File: config.mk
export PLATFORM = sky130hd
export DESIGN_NAME = spike_aer_tx
export DESIGN_NICKNAME = d
export VERILOG_FILES = /design/src/rtl/snn_pkg.sv /design/src/rtl/aer_event_fifo.sv /design/src/rtl/spike_aer_tx.sv
export SDC_FILE = /design/constraint.sdc
export NUM_CORES = 1
export LEC_CHECK = 0
export CAP_MARGIN = 10
export CELL_PAD_IN_SITES_DETAIL_PLACEMENT = 0
export CELL_PAD_IN_SITES_GLOBAL_PLACEMENT = 2
export CORE_ASPECT_RATIO = 0.9
export CORE_MARGIN = 2
export CORE_UTILIZATION = 40
export CTS_BUF_LIST = sky130_fd_sc_hd__clkbuf_8
export CTS_CLUSTER_SIZE = 20
export DETAILED_ROUTE_END_ITERATION = 8
export PLACE_DENSITY_LB_ADDON = 0.1
export SYNTH_ARGS = -nofsm -noshare
export SYNTH_HDL_FRONTEND = slang
export SYNTH_SLANG_ARGS = --single-unit
File: constraint.sdc
create_clock -name clock -period 10.6 [get_ports clock]
set_clock_uncertainty 0.2 [all_clocks]
set_input_delay 2.12 -clock clock [delete_from_list [all_inputs] [get_ports clock]]
set_output_delay 2.12 -clock clock [all_outputs]
set_load 0.01 [all_outputs]
File: src/rtl/snn_pkg.sv
// Shared spiking-core constants and the PE address type
// used by both the sensor event path and the AER transmit path.
package snn_pkg;

   localparam int NUM_PE    = 16;
   localparam int PE_ADDR_W = $clog2(NUM_PE);

   typedef logic [PE_ADDR_W-1:0] pe_addr_t;

endpackage

File: src/rtl/aer_event_fifo.sv
// Synchronous first-word-fall-through FIFO for encoded AER events.
// Head reads as zero while empty; storage itself is not reset.
module aer_event_fifo #(
   parameter  int DATA_W = 4,
   parameter  int DEPTH  = 8,
   localparam int PTR_W  = $clog2(DEPTH),
   localparam int CNT_W  = PTR_W + 1
) (
   input  logic              clock,
   input  logic              reset_n,
   input  logic              push,
   input  logic [DATA_W-1:0] push_data,
   input  logic              pop,
   output logic [DATA_W-1:0] head,
   output logic              full,
   output logic              empty,
   output logic [CNT_W-1:0]  count
);

   logic [DATA_W-1:0] mem [DEPTH];
   logic [PTR_W-1:0]  wr_ptr;
   logic [PTR_W-1:0]  rd_ptr;
   logic              do_push;
   logic              do_pop;

   assign full    = (count == CNT_W'(DEPTH));
   assign empty   = (count == '0);
   assign do_push = push && !full;
   assign do_pop  = pop && !empty;
   assign head    = empty ? '0 : mem[rd_ptr];

   always_ff @(posedge clock) begin
      if (!reset_n) begin
         wr_ptr <= '0;
         rd_ptr <= '0;
         count  <= '0;
      end else begin
         if (do_push) wr_ptr <= wr_ptr + PTR_W'(1);
         if (do_pop)  rd_ptr <= rd_ptr + PTR_W'(1);
         count <= count + CNT_W'(do_push) - CNT_W'(do_pop);
      end
   end

   always_ff @(posedge clock) begin
      if (do_push) mem[wr_ptr] <= push_data;
   end

endmodule

File: src/rtl/spike_aer_tx.sv
// Collects per-PE spikes, arbitrates round-robin into an AER event FIFO,
// and acknowledges each accepted spike with a one-cycle spike_done pulse.
module spike_aer_tx
   import snn_pkg::*;
#(
   parameter  int FIFO_DEPTH = 8,
   parameter  int DROP_W     = 8,
   localparam int CNT_W      = $clog2(FIFO_DEPTH) + 1
) (
   input  logic                 clock,
   input  logic                 reset_n,
   input  logic                 tx_en,
   input  logic [NUM_PE-1:0]    spike_in,
   output logic [NUM_PE-1:0]    spike_done,
   output logic                 evt_valid,
   output logic [PE_ADDR_W-1:0] evt_addr,
   input  logic                 evt_ready,
   output logic [CNT_W-1:0]     fifo_count,
   output logic                 pending_any,
   output logic [DROP_W-1:0]    drop_count
);

   localparam int LC_W = PE_ADDR_W + 1;

   logic [NUM_PE-1:0] pending;
   logic [NUM_PE-1:0] pending_next;
   logic [NUM_PE-1:0] gnt_oh;
   logic [NUM_PE-1:0] lost;
   pe_addr_t          rr;
   pe_addr_t          scan;
   pe_addr_t          gnt_idx;
   logic              gnt_hit;
   logic              grant;
   logic              fifo_full;
   logic              fifo_empty;
   logic [LC_W-1:0]   lost_cnt;
   logic [DROP_W:0]   drop_sum;
   logic [DROP_W-1:0] drop_next;

   // First set pending bit at or after rr, wrapping modulo NUM_PE.
   always_comb begin
      gnt_hit = 1'b0;
      gnt_idx = '0;
      scan    = '0;
      for (int i = 0; i < NUM_PE; i++) begin
         scan = rr + pe_addr_t'(i);
         if (!gnt_hit && pending[scan]) begin
            gnt_hit = 1'b1;
            gnt_idx = scan;
         end
      end
   end

   assign grant  = tx_en && gnt_hit && !fifo_full;
   assign gnt_oh = grant ? (NUM_PE'(1) << gnt_idx) : '0;

   // A new spike on a still-pending, ungranted PE merges and is lost.
   assign lost         = spike_in & pending & ~gnt_oh;
   assign pending_next = (pending & ~gnt_oh) | spike_in;

   always_comb begin
      lost_cnt = '0;
      for (int i = 0; i < NUM_PE; i++) begin
         lost_cnt = lost_cnt + LC_W'(lost[i]);
      end
   end

   assign drop_sum  = {1'b0, drop_count} + (DROP_W+1)'(lost_cnt);
   assign drop_next = drop_sum[DROP_W] ? '1 : drop_sum[DROP_W-1:0];

   always_ff @(posedge clock) begin
      if (!reset_n) begin
         pending    <= '0;
         rr         <= '0;
         spike_done <= '0;
         drop_count <= '0;
      end else begin
         pending    <= pending_next;
         spike_done <= gnt_oh;
         drop_count <= drop_next;
         if (grant) rr <= gnt_idx + pe_addr_t'(1);
      end
   end

   assign pending_any = |pending;
   assign evt_valid   = !fifo_empty;

   aer_event_fifo #(
      .DATA_W (PE_ADDR_W),
      .DEPTH  (FIFO_DEPTH)
   ) u_fifo (
      .clock     (clock),
      .reset_n   (reset_n),
      .push      (grant),
      .push_data (gnt_idx),
      .pop       (evt_ready),
      .head      (evt_addr),
      .full      (fifo_full),
      .empty     (fifo_empty),
      .count     (fifo_count)
   );

endmodule

==> results.rst <==
.. list-table::
   :header-rows: 1

   * - Metric
     - Value
   * - Worst-case setup margin in the final layout
     - 853 ps
   * - Core Util, Final
     - 0.457
   * - Total clock sinks
     - 89
   * - Total via count after detailed routing
     - 5401
   * - Routed WL per cell
     - 21.5 µm
   * - Number of maximum-capacitance violations
     - 0
   * - Cell type of the slowest stage on the worst timing path
     - ha_1
   * - Number of global-route vias before repair
     - 5327
   * - WP data required
     - 10640 ps
   * - Inst Count DP
     - 905
   * - DP Worst Slack
     - 986 ps
   * - Tightest Pin Transition
     - 970 ps
   * - Number of synthesized flops with an enable pin
     - 32
   * - Synth Flop Type
     - dfxtp_1
   * - Async set or reset register ratio after synthesis
     - 0
   * - Cell area after synthesis
     - 6800 µm²
   * - Number of pins with negative max-slew slack in the final report
     - 0
   * - Standard-cell row count
     - 45
   * - Pin count of the biggest net entering global routing
     - 33
   * - I/O pin count
     - 54
   * - Type of the worst setup path
     - flip-flop to flip-flop
   * - Number of buffers added by the clock tree synthesis step
     - 9
   * - Area added between synthesis and finish
     - 12.7%
   * - Synth warn
     - 0
   * - Finish-stage setup viols
     - 0
   * - Gr busiest metal
     - met2
   * - Library cells used by synthesis
     - 74
   * - Cell seen most often among critical-path stages
     - inv_1
   * - Clk Latency, worst-skew pair
     - 380 ps
   * - CP max stage delay
     - 730 ps
   * - Clk buf depth
     - 2
   * - Initial cell density of the core
     - 0.405
   * - CTS Hold Buffers Added
     - 0
   * - Share of layout cells above drive strength 1
     - 0.146
   * - Status
     - finished clean
   * - Clock edge transition at the registers on the reported setup and hold paths
     - 100 ps
   * - Final period demand of the worst path
     - 9750 ps
   * - Number of antenna violations at the first check in global routing
     - 0
   * - Part of the Yosys area used for sequential elements
     - 0.309
   * - Number of instances in the synthesized netlist
     - 674
   * - Portion of the clock cycle consumed by the worst path in the final layout
     - 0.920
   * - Detailed-route vias per instance
     - 5.86
   * - Sort of element at the start of the critical path
     - flip-flop
   * - Final total negative setup slack
     - 0 ps
   * - Mean instance size in the synthesized netlist
     - 10.1 µm²
   * - Number of diodes
     - 0
   * - Deepest level of the CTS H-tree
     - 3
   * - Die Y
     - 128 µm
   * - Number of nets still failing antenna checks after routing
     - 0
   * - Global-route met1 utilization
     - 0.332
   * - Post-CTS Setup Bufs
     - 0
   * - Core ar.
     - 16800 µm²
   * - Count of nets after finishing
     - 767
   * - Largest cells by area after synthesis
     - dfxtp_1, edfxtp_1, mux4_2
   * - Post-CTS Resized
     - 0
   * - CTS tree
     - done
   * - Achievable clock frequency
     - 0.103 GHz
   * - Remaining global-route overflow
     - 0
   * - Global-route wire length before repair
     - 31200 µm
   * - Die extent in x
     - 141 µm
   * - Syn Nets
     - 736
   * - Type of destination of the critical path
     - flip-flop
   * - Iteration count of the initial detailed-routing pass
     - 4
   * - Final routed DRC violation total
     - 0
   * - Area leader, netlist
     - dfxtp_1
   * - Portion of synthesized cell area occupied by the leading cell type
     - 0.168
   * - Overall die area
     - 18100 µm²
   * - Weighted congestion reported at the end of routability-driven placement
     - 0.888
   * - Worst relative slew slack
     - 0.335
   * - Class of the worst hold path
     - flip-flop to flip-flop
   * - Final Hold Viols
     - 0
   * - Root cell of the clock tree
     - clkbuf_8
   * - GR met3 Demand/Resource
     - 0.0459
   * - M2 GR Usage
     - 0.340
   * - Non-filler instance count after layout
     - 921
   * - Data arrival time of the critical path
     - 9790 ps
   * - Largest driver fanout on the critical path
     - 15
   * - Detailed-route wire length
     - 19800 µm
   * - Violation count after the first detailed-route iteration
     - 475
   * - RSZ-0062 raised after global routing
     - false
   * - GR Util All Layers
     - 0.225
   * - Half-perimeter wire length after placement
     - 15000 µm
   * - FF+latch count, synth
     - 89
   * - Number of buffers added on ports
     - 53
==> worst paths after layout <==
| check | from | to | slack [ps] | depth (start not counted) |
|---|---|---|---|---|
| setup / recovery | rr[1] | drop_count[4] | 850 | 34 |
| hold / removal | drop_count[7] | drop_count[6] | 320 | 2 |
| setup reg to reg | rr[1] | drop_count[4] | 850 | 34 |
| hold reg to reg | drop_count[7] | drop_count[6] | 320 | 2 |
==> logic make-up after synthesis <==
kind of cell             Yosys count  synth area share
multiplexers                     110             0.233
adder cells (fa/ha/maj)           42            0.0917
flip-flops                        89             0.309
buffers and inverters             98            0.0646
XOR/XNOR                          17            0.0247
AO/OA/AOI/OAI                    138             0.142
AND/OR/NAND/NOR                  180             0.135
==> per-stage QoR <==
| step | hold slack [ps] | instance area, µm² |
|---|---|---|
| 2_1_floorplan | 277 | 6800 |
| 3_3_place_gp | 290 | 7450 |
| 3_5_place_dp | 299 | 7450 |
| 4_1_cts | 313 | 7660 |
| 5_1_grt | 349 | 7660 |
| 6_report | 320 | 7660 |
==> cell type report <==
class                      instances  area (µm²)
clock buffer                       9         124
clock inverter                     7        85.1
fill                            1616        9120
inverter                          50         188
multi-input combinational        487        4260
sequential                        89        2100
tap                              211         264
timing repair buffer              68         643
==> cell usage after synthesis (all sizes together), types with 15 or more instances <==
master / n
nor2: 68
mux2i: 55
a31oi: 15
mux4: 36
nand2: 28
mux2: 19
o21ai: 27
buf: 22
ha: 29
clkbuf: 26
dfxtp: 57
a21oi: 32
inv: 49
edfxtp: 32
==> metal layers <==
| layer | routed length, µm | vias up |
|---|---|---|
| met2 | 8740 | 175 |
| li1 | - | 2525 |
| met1 | 9650 | 2677 |
| met5 | 0 | - |
| met4 | 278 | 0 |
| met3 | 1120 | 24 |
==> critical path: cells and delay by family (launching register included) <==
kind | cells | cell delay (ps)
adder cells (fa/ha/maj) | 8 | 3400
AND/OR/NAND/NOR | 9 | 2100
multiplexers | 3 | 1400
AO/OA/AOI/OAI | 6 | 1200
buffers and inverters | 8 | 950
flip-flops | 1 | 330
==> flip-flops by register name, indices dropped and copies added, names as in the netlist, named ones only <==
name	count
u_fifo.rd_ptr	3
u_fifo.count	4
u_fifo.wr_ptr	3
u_fifo.mem	32
pending	16
rr	4
spike_done	16
drop_count	8
==> placed cells by master, fill, tap and decap left out, types with 7 or more instances in the layout <==
cell              n
dfxtp_1          57
mux2i_1          55
nand3_1           9
xnor2_1          10
ha_1             29
nor2b_1          10
mux4_2           36
clkdlybuf4s50_1  53
a21oi_1          32
edfxtp_1         32
o21ai_0          27
nand2_1          27
nand2b_1          7
buf_4            15
nor2_1           68
fa_1             13
a31oi_1          14
inv_1            49
clkbuf_8          9
mux2_2           17
a21o_1            9
and2_1           10
Power is left out: the tool's default activity adds up to more than one toggle a clock period on the data nets, which glitch-free logic cannot reach.
